### config.mk
export PLATFORM = sky130hd
export DESIGN_NAME = stopwatch_display
export DESIGN_NICKNAME = d
export VERILOG_FILES = /design/src/rtl/stopwatch_display_pkg.sv /design/src/rtl/stopwatch_display_bcd_convert.sv /design/src/rtl/stopwatch_display.sv
export SDC_FILE = /design/constraint.sdc
export NUM_CORES = 1
export LEC_CHECK = 0
export ABC_AREA = 0
export ABC_CLOCK_PERIOD_IN_PS = 1900
export CAP_MARGIN = 40
export CORE_MARGIN = 5
export CORE_UTILIZATION = 53
export DETAILED_ROUTE_END_ITERATION = 10
export GPL_TIMING_DRIVEN = 0
export HOLD_SLACK_MARGIN = 0.03
export MAX_ROUTING_LAYER = met4
export PLACE_DENSITY_LB_ADDON = 0.25
export SKIP_CTS_REPAIR_TIMING = 1
export SLEW_MARGIN = 15
export SYNTH_ARGS = -nofsm -noshare
export SYNTH_HDL_FRONTEND = slang
export SYNTH_SLANG_ARGS = --single-unit
### constraint.sdc
create_clock -name clk_high_speed -period 1.9 [get_ports clk_high_speed]
set_input_delay 0.19 -clock clk_high_speed [delete_from_list [all_inputs] [get_ports clk_high_speed]]
set_output_delay 0.19 -clock clk_high_speed [all_outputs]
set_load 0.1 [all_outputs]
### src/rtl/stopwatch_display_pkg.sv
// Shared types and constants for the stopwatch MM:SS seven-segment display.
package stopwatch_pkg;

  typedef enum logic [1:0] {
    ST_IDLE,
    ST_LOAD,
    ST_SHIFT,
    ST_COMMIT
  } conv_state_e;

  typedef logic [1:0] digit_idx_t;

  localparam int TIME_W   = 6;
  localparam int BLINK_MS = 500;

  typedef struct packed {
    logic [3:0] min_t;
    logic [3:0] min_o;
    logic [3:0] sec_t;
    logic [3:0] sec_o;
    logic       blink;
  } disp_frame_t;

  // Segment order {g,f,e,d,c,b,a}; non-decimal nibbles render dark.
  function automatic logic [6:0] seg7(input logic [3:0] v);
    logic [6:0] s;
    case (v)
      4'd0:    s = 7'h3F;
      4'd1:    s = 7'h06;
      4'd2:    s = 7'h5B;
      4'd3:    s = 7'h4F;
      4'd4:    s = 7'h66;
      4'd5:    s = 7'h6D;
      4'd6:    s = 7'h7D;
      4'd7:    s = 7'h07;
      4'd8:    s = 7'h7F;
      4'd9:    s = 7'h6F;
      default: s = 7'h00;
    endcase
    return s;
  endfunction

endpackage

### src/rtl/stopwatch_display_bcd_convert.sv
// Sequential double-dabble: converts a BIN_W-bit value (< 100) into two BCD
// nibbles, one bit per cycle, after a one-cycle load on start.
module bcd_convert #(
  parameter int BIN_W = 6
) (
  input  logic             clk,
  input  logic             rst_n,
  input  logic             start,
  input  logic [BIN_W-1:0] bin,
  output logic [3:0]       bcd_tens,
  output logic [3:0]       bcd_ones,
  output logic             done
);
  localparam int IW = $clog2(BIN_W + 1);
  localparam int SR_W = BIN_W + 8;

  logic [SR_W-1:0] sr_q, sr_d, adj;
  logic [IW-1:0]   iter_q, iter_d;
  logic            busy_q, busy_d;

  always_comb begin
    adj = sr_q;
    if (adj[BIN_W+3 -: 4] >= 4'd5) adj[BIN_W+3 -: 4] = adj[BIN_W+3 -: 4] + 4'd3;
    if (adj[BIN_W+7 -: 4] >= 4'd5) adj[BIN_W+7 -: 4] = adj[BIN_W+7 -: 4] + 4'd3;

    sr_d   = sr_q;
    iter_d = iter_q;
    busy_d = busy_q;
    if (start) begin
      sr_d   = {8'd0, bin};
      iter_d = IW'(BIN_W - 1);
      busy_d = 1'b1;
    end else if (busy_q) begin
      sr_d = adj << 1;
      if (iter_q == '0) busy_d = 1'b0;
      else              iter_d = iter_q - IW'(1);
    end
  end

  always_ff @(posedge clk or negedge rst_n) begin
    if (!rst_n) begin
      sr_q   <= '0;
      iter_q <= '0;
      busy_q <= 1'b0;
    end else begin
      sr_q   <= sr_d;
      iter_q <= iter_d;
      busy_q <= busy_d;
    end
  end

  // done marks the cycle whose shift produces the final digits.
  assign done     = busy_q && (iter_q == '0);
  assign bcd_tens = sr_q[BIN_W+7 -: 4];
  assign bcd_ones = sr_q[BIN_W+3 -: 4];

endmodule

### src/rtl/stopwatch_display.sv
// MM:SS multiplexed seven-segment driver fed by a once-per-frame snapshot of
// the stopwatch counter; new digits take effect only at frame boundaries.
module stopwatch_display
  import stopwatch_pkg::*;
#(
  parameter int SCAN_DIV   = 10000,
  parameter int LEAD_BLANK = 1
) (
  input  logic       clk_high_speed,
  input  logic       rst_n,
  input  logic [9:0] time_ms,
  input  logic [5:0] time_sec,
  input  logic [5:0] time_min,
  output logic [6:0] seg,
  output logic       dp,
  output logic [3:0] digit_n
);
  localparam int CNT_W = (SCAN_DIV > 1) ? $clog2(SCAN_DIV) : 1;
  localparam logic [CNT_W-1:0] CNT_LAST = CNT_W'(SCAN_DIV - 1);

  if (SCAN_DIV < 9) begin : g_scan_div_check
    $error("stopwatch_display: SCAN_DIV must be at least 9");
  end

  logic [CNT_W-1:0] cnt_q, cnt_d;
  digit_idx_t       idx_q, idx_d;
  conv_state_e      state_q, state_d;
  logic             blink_snap_q, blink_snap_d;
  disp_frame_t      pend_q, pend_d;
  disp_frame_t      disp_q, disp_d;
  logic [6:0]       seg_q, seg_d;
  logic             dp_q, dp_d;
  logic [3:0]       digit_n_q, digit_n_d;

  logic             period_end, frame_end;
  logic             conv_start, min_done, sec_done;
  logic [3:0]       min_tens, min_ones, sec_tens, sec_ones;
  logic [3:0]       nib;

  bcd_convert #(.BIN_W(TIME_W)) u_min_bcd (
    .clk      (clk_high_speed),
    .rst_n    (rst_n),
    .start    (conv_start),
    .bin      (time_min),
    .bcd_tens (min_tens),
    .bcd_ones (min_ones),
    .done     (min_done)
  );

  bcd_convert #(.BIN_W(TIME_W)) u_sec_bcd (
    .clk      (clk_high_speed),
    .rst_n    (rst_n),
    .start    (conv_start),
    .bin      (time_sec),
    .bcd_tens (sec_tens),
    .bcd_ones (sec_ones),
    .done     (sec_done)
  );

  always_comb begin
    period_end = (cnt_q == CNT_LAST);
    frame_end  = period_end && (idx_q == 2'd3);
    cnt_d      = period_end ? '0 : cnt_q + CNT_W'(1);
    idx_d      = period_end ? idx_q + 2'd1 : idx_q;
  end

  // Conversion sequencer: LOAD snapshots inputs, both converters shift in
  // lockstep, COMMIT publishes to the pending frame.
  always_comb begin
    state_d      = state_q;
    conv_start   = 1'b0;
    pend_d       = pend_q;
    blink_snap_d = blink_snap_q;
    case (state_q)
      ST_IDLE: begin
        if (idx_q == 2'd3 && cnt_q == '0) state_d = ST_LOAD;
      end
      ST_LOAD: begin
        conv_start   = 1'b1;
        blink_snap_d = (time_ms < 10'(BLINK_MS));
        state_d      = ST_SHIFT;
      end
      ST_SHIFT: begin
        if (min_done && sec_done) state_d = ST_COMMIT;
      end
      ST_COMMIT: begin
        pend_d.min_t = min_tens;
        pend_d.min_o = min_ones;
        pend_d.sec_t = sec_tens;
        pend_d.sec_o = sec_ones;
        pend_d.blink = blink_snap_q;
        state_d      = ST_IDLE;
      end
      default: state_d = ST_IDLE;
    endcase
  end

  // Take pend_d so a COMMIT landing on the frame's last cycle is not lost.
  assign disp_d = frame_end ? pend_d : disp_q;

  always_comb begin
    nib = disp_q.sec_o;
    case (idx_q)
      2'd0: nib = disp_q.sec_o;
      2'd1: nib = disp_q.sec_t;
      2'd2: nib = disp_q.min_o;
      2'd3: nib = disp_q.min_t;
      default: nib = disp_q.sec_o;
    endcase
    seg_d = seg7(nib);
    if (idx_q == 2'd3 && LEAD_BLANK != 0 && disp_q.min_t == 4'd0) seg_d = 7'h00;
    dp_d      = (idx_q == 2'd1) && disp_q.blink;
    digit_n_d = (cnt_q == '0) ? 4'b1111 : ~(4'b0001 << idx_q);
  end

  always_ff @(posedge clk_high_speed or negedge rst_n) begin
    if (!rst_n) begin
      cnt_q        <= '0;
      idx_q        <= '0;
      state_q      <= ST_IDLE;
      blink_snap_q <= 1'b0;
      pend_q       <= '0;
      disp_q       <= '0;
      seg_q        <= 7'h00;
      dp_q         <= 1'b0;
      digit_n_q    <= 4'b1111;
    end else begin
      cnt_q        <= cnt_d;
      idx_q        <= idx_d;
      state_q      <= state_d;
      blink_snap_q <= blink_snap_d;
      pend_q       <= pend_d;
      disp_q       <= disp_d;
      seg_q        <= seg_d;
      dp_q         <= dp_d;
      digit_n_q    <= digit_n_d;
    end
  end

  assign seg     = seg_q;
  assign dp      = dp_q;
  assign digit_n = digit_n_q;

endmodule

==> flow_metrics.tcl <==
set metrics [dict create \
    via_count_of_the_first_global_routing_pass 3206 \
    worstPathMaxFanout 5 \
    floorplan.initialDensity_pct 53.3 \
    worstPathArrival_ps 2360 \
    critPathKind "reg2reg" \
    clk_latency_ps 370 \
    tritoncts "done" \
    placement.io_buffers 33 \
    max_cap_viol_count 0 \
    fmax_mhz 481 \
    fin_setup_tns_ps -972 \
    worst_setup_path_endpoint "seg[0]" \
    drt_pass1_iterations 6 \
    m1WireLength_mm 3.97 \
    timing.critical_path.required_ps 2180 \
    route.detailed.vias_per_inst 5.31 \
    yosysUniqueCellTypes 43 \
    die-height_um 106 \
    dr_total_vias 3218 \
    rsz0062_at_grt "yes" \
    die_width_um 106 \
    rows 35 \
    setup-violations-final 7 \
    detail_route.wirelength_mm 8.84 \
    overflow 0 \
    regArea_mm2 0.00254 \
    clk_pin_slew_ps 100 \
    report.final.slew_viol_count 0 \
    final_nets 543 \
    wire_per_inst_um 14.6 \
    dp_hpwl_mm 6.13 \
    fin_total_pwr_mw 3.46 \
    synth.largest_area_cell "sky130_fd_sc_hd__dfrtp_1" \
    netlist_area_mm2 0.00486 \
    drcViolationCount 0 \
    drive_gt1_share_pct 23.6 \
    synth-seq-area-share_pct 52.1 \
    violations "setup timing" \
    leakage_nw 2.69 \
    synth_top_cell_area_share_pct 50.0 \
    ant_nets 0 \
    area_overhead_vs_synth_pct 22.6 \
    timing.critical_path.to_type "flop" \
    die_area_mm2 0.0112 \
    grt_antenna_before_repair 0 \
    hp-class "in2async" \
    ctsHtreeMaxLevel 3 \
    multiInputGateArea_mm2 0.00234 \
    synth_cells 426 \
    grt_pass1_wl_mm 14.8 \
    max_slew.worst_pin.slew_ps 624 \
    io_pins 36 \
    clk_path_buf_depth 2 \
    top_layer_used "met4" \
    synthesis.nets 479 \
    status "complete, but fails checks" \
    initialDrtViolationCount 201 \
    grtUsageTotal_pct 16.8 \
    clock_skew_ps 19.3 \
    synthTopCellsByArea "sky130_fd_sc_hd__dfrtp_1 (50%), sky130_fd_sc_hd__ha_1 (7.5%), sky130_fd_sc_hd__mux2_2 (6.3%), sky130_fd_sc_hd__mux2i_1 (4.7%), sky130_fd_sc_hd__mux2_4 (3.1%)" \
    cts_buffers 9 \
    synthesis_warning_total 0 \
    min_period_over_period_pct 109 \
    core_area_mm2 0.00911 \
    cts_num_sinks 101 \
    least_setup_slack_across_all_paths_after_layout_ps -178 \
    maxSlewHeadroom_pct 58.4 \
    final-hold-violation-count 0 \
    period_needed_ps 2080 \
    antenna_cells 0 \
    synthesis.area_per_instance_um2 11.4 \
    worst-r2r-cell-count 9 \
    postSynthRegisterBits 101 \
    yosys_most_used_dff "sky130_fd_sc_hd__dfrtp_1" \
    reg2reg_from "idx_q[0]" \
    rrSetupSlack_ps -180 \
    placer_s_final_routability_congestion_estimate 0.840 \
    route.met2.wl_mm 4.49 \
    layout.filler_cells 706 \
    setup.worst_path.start_class "flop" \
    grt_start_max_net_pins 63 \
    clk_root_buffer_cell "sky130_fd_sc_hd__clkbuf_8" \
    cp-startpoint "idx_q[0]" \
    routed-wl-met3_um 274 \
    power_density_mw_per_mm2 582 \
    vdd.ir_drop.worst_v 0.000345 \
    reg2reg_to "seg[0]" \
    synth_edf_count 0 \
    asyncSetResetFlopFracSynth_pct 100 \
]
-- cells in the mapped netlist, types with 2 or more instances --
| library cell | number |
|---|---|
| sky130_fd_sc_hd__xnor2_1 | 16 |
| sky130_fd_sc_hd__and4_1 | 2 |
| sky130_fd_sc_hd__o21ai_0 | 23 |
| sky130_fd_sc_hd__a21oi_1 | 19 |
| sky130_fd_sc_hd__nor3_1 | 4 |
| sky130_fd_sc_hd__nand4_1 | 5 |
| sky130_fd_sc_hd__o31ai_1 | 3 |
| sky130_fd_sc_hd__dfrtp_1 | 97 |
| sky130_fd_sc_hd__clkbuf_1 | 10 |
| sky130_fd_sc_hd__nand2b_1 | 19 |
| sky130_fd_sc_hd__o211ai_1 | 3 |
| sky130_fd_sc_hd__dfstp_2 | 4 |
| sky130_fd_sc_hd__inv_1 | 27 |
| sky130_fd_sc_hd__xor2_1 | 5 |
| sky130_fd_sc_hd__a21o_1 | 2 |
| sky130_fd_sc_hd__a222oi_1 | 4 |
| sky130_fd_sc_hd__nand3_1 | 11 |
| sky130_fd_sc_hd__mux2i_1 | 23 |
| sky130_fd_sc_hd__nor2_1 | 26 |
| sky130_fd_sc_hd__nand2_1 | 35 |
| sky130_fd_sc_hd__ha_1 | 29 |
| sky130_fd_sc_hd__and2_1 | 3 |
| sky130_fd_sc_hd__mux2_4 | 10 |
| sky130_fd_sc_hd__mux2_2 | 27 |
-- per-stage QoR --
step | area (um2) | std cells | util [%] | hold slack [ps] | setup WS [ps]
3_5_place_dp | 5540 | 583 | 60.8 | 130 | -325
4_1_cts | 5710 | 599 | 62.6 | -288 | -356
5_1_grt | 5960 | 606 | 65.4 | 328 | -330
6_report | 5960 | 606 | 65.4 | 292 | -178
3_3_place_gp | 5330 | 570 | 58.5 | 464 | -3080
2_1_floorplan | 4860 | 426 | - | -106 | 2.88
-- report_power, final --
group | internal, mW | switching, mW
combinational | 0.0455 | 0.0461
sequential | 2.15 | 0
clock | 0.486 | 0.738
total | 2.68 | 0.784
-- cell type report --
type                    instances  share of cell area [%]
repair buffers                 55                    10.2
flip-flops and latches        101                    42.6
inverters                      27                    1.74
plain buffers                  12                    1.03
multi-input cells             284                    39.2
clock inverters                 4                   0.546
well taps                     111                    2.33
clock buffers                  12                    2.27
-- metal layers --
metal / up-vias / track usage (%)
li1: 1579 / -
met1: 1583 / 21.5
met2: 44 / 27.3
met3: 12 / 3.92
met4: 0 / 3.89
met5: - / -
-- cell families (layout without fill, tap and decap cells) --
family	Yosys count	count (layout)	synth area share (%)
AND/OR/NAND/NOR	116	116	12.0
flip-flops	101	101	52.1
multiplexers	61	61	14.3
AO/OA/AOI/OAI	57	57	6.93
buffers and inverters	41	110	3.37
adder cells (fa/ha/maj)	29	29	7.47
XOR/XNOR	21	21	3.79
-- how the worst min path moves through the flow --
stage	endpoint	slack, ps	depth (start not counted)	from
2_1_floorplan	blink_snap_q	-110	0	rst_n
3_3_place_gp	u_sec_bcd.iter_q[2]	460	1	u_sec_bcd.iter_q[2]
3_5_place_dp	u_min_bcd.sr_q[8]	130	1	rst_n
4_1_cts	u_sec_bcd.sr_q[3]	-290	1	rst_n
5_1_grt	u_min_bcd.sr_q[8]	330	2	rst_n
6_report	u_min_bcd.sr_q[8]	290	2	rst_n
-- critical path, cell delays in order, from the launching register on --
cell,delay [ps]
sky130_fd_sc_hd__dfrtp_2,460
sky130_fd_sc_hd__inv_4,60
sky130_fd_sc_hd__ha_4,180
sky130_fd_sc_hd__a222oi_1,420
sky130_fd_sc_hd__mux2i_2,190
sky130_fd_sc_hd__buf_4,180
sky130_fd_sc_hd__ha_4,140
sky130_fd_sc_hd__mux2i_1,130
sky130_fd_sc_hd__nand3b_1,130
sky130_fd_sc_hd__o31ai_1,90
-- state kept, by name, indices dropped and copies added, names as in the netlist --
register and count:
u_sec_bcd.sr_q 14, u_min_bcd.sr_q 14, u_sec_bcd.busy_q 1, idx_q 2, blink_snap_q 1, u_min_bcd.iter_q 3, u_sec_bcd.iter_q 3, seg 7
disp_q 17, cnt_q 14, digit_n 4, u_min_bcd.busy_q 1, dp 1, pend_q 17, state_q 2
-- placed cells by master (no fill, tap or decap), types with 2 or more instances in the layout --
master / Yosys / routed
sky130_fd_sc_hd__o31ai_1: 3 / 2
sky130_fd_sc_hd__ha_4: 0 / 7
sky130_fd_sc_hd__buf_2: 1 / 2
sky130_fd_sc_hd__clkbuf_1: 10 / 7
sky130_fd_sc_hd__a21o_1: 2 / 2
sky130_fd_sc_hd__buf_8: 0 / 12
sky130_fd_sc_hd__dfstp_2: 4 / 4
sky130_fd_sc_hd__a222oi_1: 4 / 4
sky130_fd_sc_hd__nand2_1: 35 / 35
sky130_fd_sc_hd__nor2_1: 26 / 25
sky130_fd_sc_hd__nor3_1: 4 / 3
sky130_fd_sc_hd__xor2_1: 5 / 5
sky130_fd_sc_hd__buf_6: 1 / 2
sky130_fd_sc_hd__clkinvlp_4: 0 / 2
sky130_fd_sc_hd__nand2b_1: 19 / 18
sky130_fd_sc_hd__dfrtp_1: 97 / 93
sky130_fd_sc_hd__ha_1: 29 / 21
sky130_fd_sc_hd__mux2_2: 27 / 26
sky130_fd_sc_hd__dfrtp_2: 0 / 4
sky130_fd_sc_hd__o21ai_1: 0 / 3
sky130_fd_sc_hd__nand3_1: 11 / 10
sky130_fd_sc_hd__inv_2: 0 / 3
sky130_fd_sc_hd__o211ai_1: 3 / 3
sky130_fd_sc_hd__xnor2_1: 16 / 16
sky130_fd_sc_hd__and4_1: 2 / 2
sky130_fd_sc_hd__mux2i_1: 23 / 21
sky130_fd_sc_hd__or2_4: 0 / 2
sky130_fd_sc_hd__o21ai_0: 23 / 20
sky130_fd_sc_hd__nand4_1: 5 / 5
sky130_fd_sc_hd__a21oi_2: 0 / 2
sky130_fd_sc_hd__clkdlybuf4s50_1: 0 / 32
sky130_fd_sc_hd__mux2_4: 10 / 11
sky130_fd_sc_hd__inv_1: 27 / 23
sky130_fd_sc_hd__a21oi_1: 19 / 16
sky130_fd_sc_hd__buf_4: 0 / 8
sky130_fd_sc_hd__clkbuf_2: 1 / 5
sky130_fd_sc_hd__and2_1: 3 / 2
sky130_fd_sc_hd__clkbuf_8: 0 / 9
Power figures use the tool's default switching activity.
==> patch 1 (same flow settings) <==
Set the parameter `SCAN_DIV` to 5000 (it was 10000).
--- a/src/rtl/stopwatch_display.sv
+++ b/src/rtl/stopwatch_display.sv
@@ -3,7 +3,7 @@
 module stopwatch_display
   import stopwatch_pkg::*;
 #(
-  parameter int SCAN_DIV   = 10000,
+  parameter int SCAN_DIV   = 5000,
   parameter int LEAD_BLANK = 1
 ) (
   input  logic       clk_high_speed,
Function: no difference found for any inputs over 10 cycles, from zero or initial values and one cycle with rst_n low; that may be too few to reach the edited logic, so the function may still have changed.
==> patch 1 against the original RTL <==
Critical endpoint unchanged. Total power up 9.9%. Non-clock buffer count up 3. Design area down 0.46%. Cell count down 0.83%. Count of clock-buffer cells in the layout unchanged. First-iteration DRC count up 2.0%. Critical path depth down 2. Area after synthesis down 1.0%. Synthesized cell count down 1.2%. The flow still finishes with violations (negative setup slack). Routed wire length up 2.3%. Worst setup slack better by 34 ps. Sequential cell count down 1. Largest cell class unchanged. Clock skew down 4.0 ps.
==> patch 1: results (changes against the original RTL) <==
run status=finished, violations left; failing checks=negative setup slack; Setup Slack @ Placement=-322.8 ps (+1.832 ps); setup_tns=-735.0 ps (+237.4 ps); Initial DRC Count=205 (+2.0%); placed cells=575 (-1.4%); first-pass GRT wire length=15,390 µm (+3.8%); initial antenna violation count=0 (unchanged); synth cell count leaders=dfrtp_1 (96), nand2_1 (35), ha_1 (29); Area contributors post-synth=dfrtp_1 (50%), ha_1 (7.5%), mux2_2 (6.6%), mux2i_1 (4.8%), mux2_4 (3.1%); syn nets=474 (-1.0%); Largest regs=disp_q: 17 flops, pend_q: 17 flops; DR WL/cell=15.06 µm (+3.2%); routed wl met2=4740 µm (+5.5%); area of placed instances=0.005485 mm² (-0.95%); H-tree Lvls=3 (unchanged); Hold Path Class=input port to asynchronous set/reset pin; Vias/cell=5.433 (+2.3%); P&R area growth vs syn=23.26%; Crit Path Max Fanout=9 (+4); worst r2r path cells=7 (-2); DRT Pass-1 Iters=4 (-2); final-layout fill cell count=640 (-9.3%); layout cell share with drive strength beyond 1=22.72% (-0.92 points); WL final=9049 µm (+2.3%); syn_area_per_cell=11.42 µm² (+0.17%); Lkg Pwr=2.678 nW (-0.46%); DR top layer=met4; Final Skew=15.24 ps (-4.044 ps); Slew headroom=58.88% (+0.46 points); wl on met1=3955 µm (-0.43%); Ys Warns=0 (unchanged); smallest setup slack after layout=-144.4 ps (+33.77 ps); Max rail drop VDD=352.2 µV (+2.1%); # setup viols final=8 (+1); largest net degree at the start of global routing=68 (+7.9%); DP HPWL=6301 µm (+2.8%); final hold slack=283.9 ps (-7.895 ps)
## patch 1: metal layers
| layer | track usage [%] | up-vias |
|---|---|---|
| met5 | - | - |
| met4 | 4.749 | 0 |
| met3 | 3.178 | 7 |
| met2 | 28.46 | 50 |
| met1 | 21.76 | 1640 |
| li1 | - | 1568 |
## patch 1: kinds of logic after synthesis
| kind of cell | synth area share, % |
|---|---|
| buf+inv | 3.330 |
| compound gates | 7.596 |
| fa+ha+maj | 7.544 |
| mux | 14.46 |
| flops | 52.13 |
| simple gates | 11.47 |
| xor+xnor | 3.460 |
## patch 1: layout make-up
type,instances,area share (%)
multi-input combinational,281,38.01
clock buffer,12,2.279
sequential,100,42.36
tap,108,2.279
clock inverter,4,1.646
timing repair buffer,58,10.66
inverter,26,1.688
buffer,12,1.076
## patch 1: power by group
part           leakage (nW)  total, mW  internal, mW  switching, mW
logic                  1.30     0.0920        0.0455         0.0465
registers              1.27       2.13          2.13              0
clock network         0.111       1.59         0.878          0.710
total                  2.68       3.81          3.05          0.757
==> patch 2 (same flow settings) <==
Without the edit above. Register the inputs `time_ms`, `time_sec` and `time_min` before use, without a reset. The logic sees them one clock later.
--- a/src/rtl/stopwatch_display.sv
+++ b/src/rtl/stopwatch_display.sv
@@ -17,6 +17,16 @@
 );
   localparam int CNT_W = (SCAN_DIV > 1) ? $clog2(SCAN_DIV) : 1;
   localparam logic [CNT_W-1:0] CNT_LAST = CNT_W'(SCAN_DIV - 1);
+
+  logic [9:0] time_ms_q;
+  logic [5:0] time_sec_q;
+  logic [5:0] time_min_q;
+
+  always_ff @(posedge clk_high_speed) begin
+    time_ms_q  <= time_ms;
+    time_sec_q <= time_sec;
+    time_min_q <= time_min;
+  end
 
   if (SCAN_DIV < 9) begin : g_scan_div_check
     $error("stopwatch_display: SCAN_DIV must be at least 9");
@@ -41,7 +51,7 @@
     .clk      (clk_high_speed),
     .rst_n    (rst_n),
     .start    (conv_start),
-    .bin      (time_min),
+    .bin      (time_min_q),
     .bcd_tens (min_tens),
     .bcd_ones (min_ones),
     .done     (min_done)
@@ -51,7 +61,7 @@
     .clk      (clk_high_speed),
     .rst_n    (rst_n),
     .start    (conv_start),
-    .bin      (time_sec),
+    .bin      (time_sec_q),
     .bcd_tens (sec_tens),
     .bcd_ones (sec_ones),
     .done     (sec_done)
@@ -77,7 +87,7 @@
       end
       ST_LOAD: begin
         conv_start   = 1'b1;
-        blink_snap_d = (time_ms < 10'(BLINK_MS));
+        blink_snap_d = (time_ms_q < 10'(BLINK_MS));
         state_d      = ST_SHIFT;
       end
       ST_SHIFT: begin
Behaviour: no difference found for any inputs over 10 cycles, from zero or initial values and one cycle with rst_n low; that may be too few to reach the edited logic, so the function may still have changed.
==> patch 2 against the original RTL <==
The run still ends with negative setup slack left. Worst setup slack better by 16 ps. Critical path depth is 1 lower. Worst hold slack worse by 170 ps. Design area is 15% higher. Total power is 72% higher. Sequential cell count is 20 higher. Area after synthesis is 8.2% higher. Synthesized cell count is 4.5% higher. Count of clock-buffer cells in the layout is 8 higher. Global-route usage is 0.88 points higher. Via count is 6.3% higher. Non-clock buffer count is 4 higher. Routed wire length is 14% higher. Critical endpoint is now seg[5]$_DFF_PN0_. Largest cell class unchanged. Highest routed layer unchanged.
==> patch 2: results (changes against the original RTL) <==
H-tree Lvls=4 (+1); synth cell count leaders=dfrtp_1 (97), nand2_1 (35), ha_1 (29); syn nets=498 (+4.0%); DP HPWL=6376 µm (+4.1%); Area contributors post-synth=dfrtp_1 (46%), dfxtp_1 (7.6%), ha_1 (6.9%), mux2_2 (5.6%), mux2i_1 (4.0%); # nets final=573 (+5.5%); met3 Track Usage GR=4.639% (+0.72 points); Worst-path clk slew=60 ps (-40 ps); slowest stage delay, CP=500 ps (+40 ps); DR WL/cell=15.12 µm (+3.6%); layout cell share with drive strength beyond 1=26.27% (+2.6 points); failing checks=negative setup slack; Hold Path Class=input port to register; Crit Path Max Fanout=6 (+1); Initial Utilization=54.05% (+0.71 points); Seq/Total Area, Yosys=55.77% (+3.6 points); synth unique cells=44 (+2.3%); smallest setup slack after layout=-161.9 ps (+16.26 ps); largest net degree at the start of global routing=75 (+19%); Max rail drop VDD=504.9 µV (+46%); slowest CP cell=a222oi_1; vias=3,422 (+6.3%); # setup viols final=7 (unchanged); vias in the first global route=3,472 (+8.3%); Critical Path AT=2480 ps (+120 ps); run status=finished, violations left; CTS Buf Count=17 (+8); clk_lat worst skew=500 ps (+130 ps); worst slew pin tran=594.1 ps (-29.70 ps); DRT Pass-1 Iters=5 (-1); grt met2 use=28.90% (+1.6 points)
[patch 2: final timing paths]
check                                                end  cells after the start  slack (ps)             startpoint
hold / removal                      time_ms_q[5]$_DFF_P_                      1         120             time_ms[5]
hold reg to reg            u_sec_bcd.sr_q[4]$_DFFE_PN0P_                      2         440  time_sec_q[4]$_DFF_P_
max in group asynchronous           digit_n[2]$_DFF_PN1_                      3        1080                  rst_n
setup / recovery                        seg[5]$_DFF_PN0_                      8        -160   idx_q[1]$_DFFE_PN0N_
min in group asynchronous  u_sec_bcd.sr_q[2]$_DFFE_PN0P_                      2         140                  rst_n
setup reg to reg                        seg[5]$_DFF_PN0_                      8        -160   idx_q[1]$_DFFE_PN0N_
[patch 2: cells by family (layout without fill, tap and decap cells)]
logic type                 after synthesis  after routing  share of synthesized area, %
AOI/OAI and AO/OA                       59             59                         6.710
xor gates and xnor gates                21             21                         3.498
adders and majority gates               29             29                         6.900
buffers and inverters                   41            129                         3.117
DFF                                    121            121                         55.77
muxes                                   59             59                         12.85
and+or+nand+nor                        115            115                         11.16
[patch 2: worst max-delay path: cells and delay by family (launching register included)]
family,cells,cell delay (ps)
flip-flops,1,450
adder cells (fa/ha/maj),2,340
AO/OA/AOI/OAI,3,710
multiplexers,1,190
buffers and inverters,1,160
AND/OR/NAND/NOR,1,140
[patch 2: area by class of cell]
type | count | area (µm²)
buffer | 13 | 65.06
sequential | 121 | 2937
fill | 679 | 2872
multi-input combinational | 283 | 2327
tap | 133 | 166.4
clock inverter | 12 | 161.4
clock buffer | 20 | 455.4
timing repair buffer | 58 | 645.6
inverter | 26 | 100.1
[patch 2: where the power goes]
part / internal [mW] / switching [mW] / total [mW]
sequential: 2.59 / 0.00507 / 2.60
combinational: 0.0453 / 0.0466 / 0.0919
clock: 2.12 / 1.14 / 3.26
[patch 2: stage by stage]
step,setup slack [ps],power [mW],cells,TNS (ps),util [%]
6_report,-161.9,5.947,666,-822.6,70.49
5_1_grt,-253.9,6.138,666,-1563,70.49
4_1_cts,-367.3,6.009,656,-3482,67.66
3_5_place_dp,-307.2,2.740,624,-2760,61.32
3_3_place_gp,-3009,2.731,611,-300080,59.17
2_1_floorplan,6.386,2.648,445,0,-
[patch 2: metal layers]
| metal | up-vias | wire length [µm] |
|---|---|---|
| met3 | 8 | 263 |
| met2 | 53 | 5254 |
| met1 | 1694 | 4461 |
| met5 | - | 0 |
| li1 | 1667 | - |
| met4 | 0 | 92 |
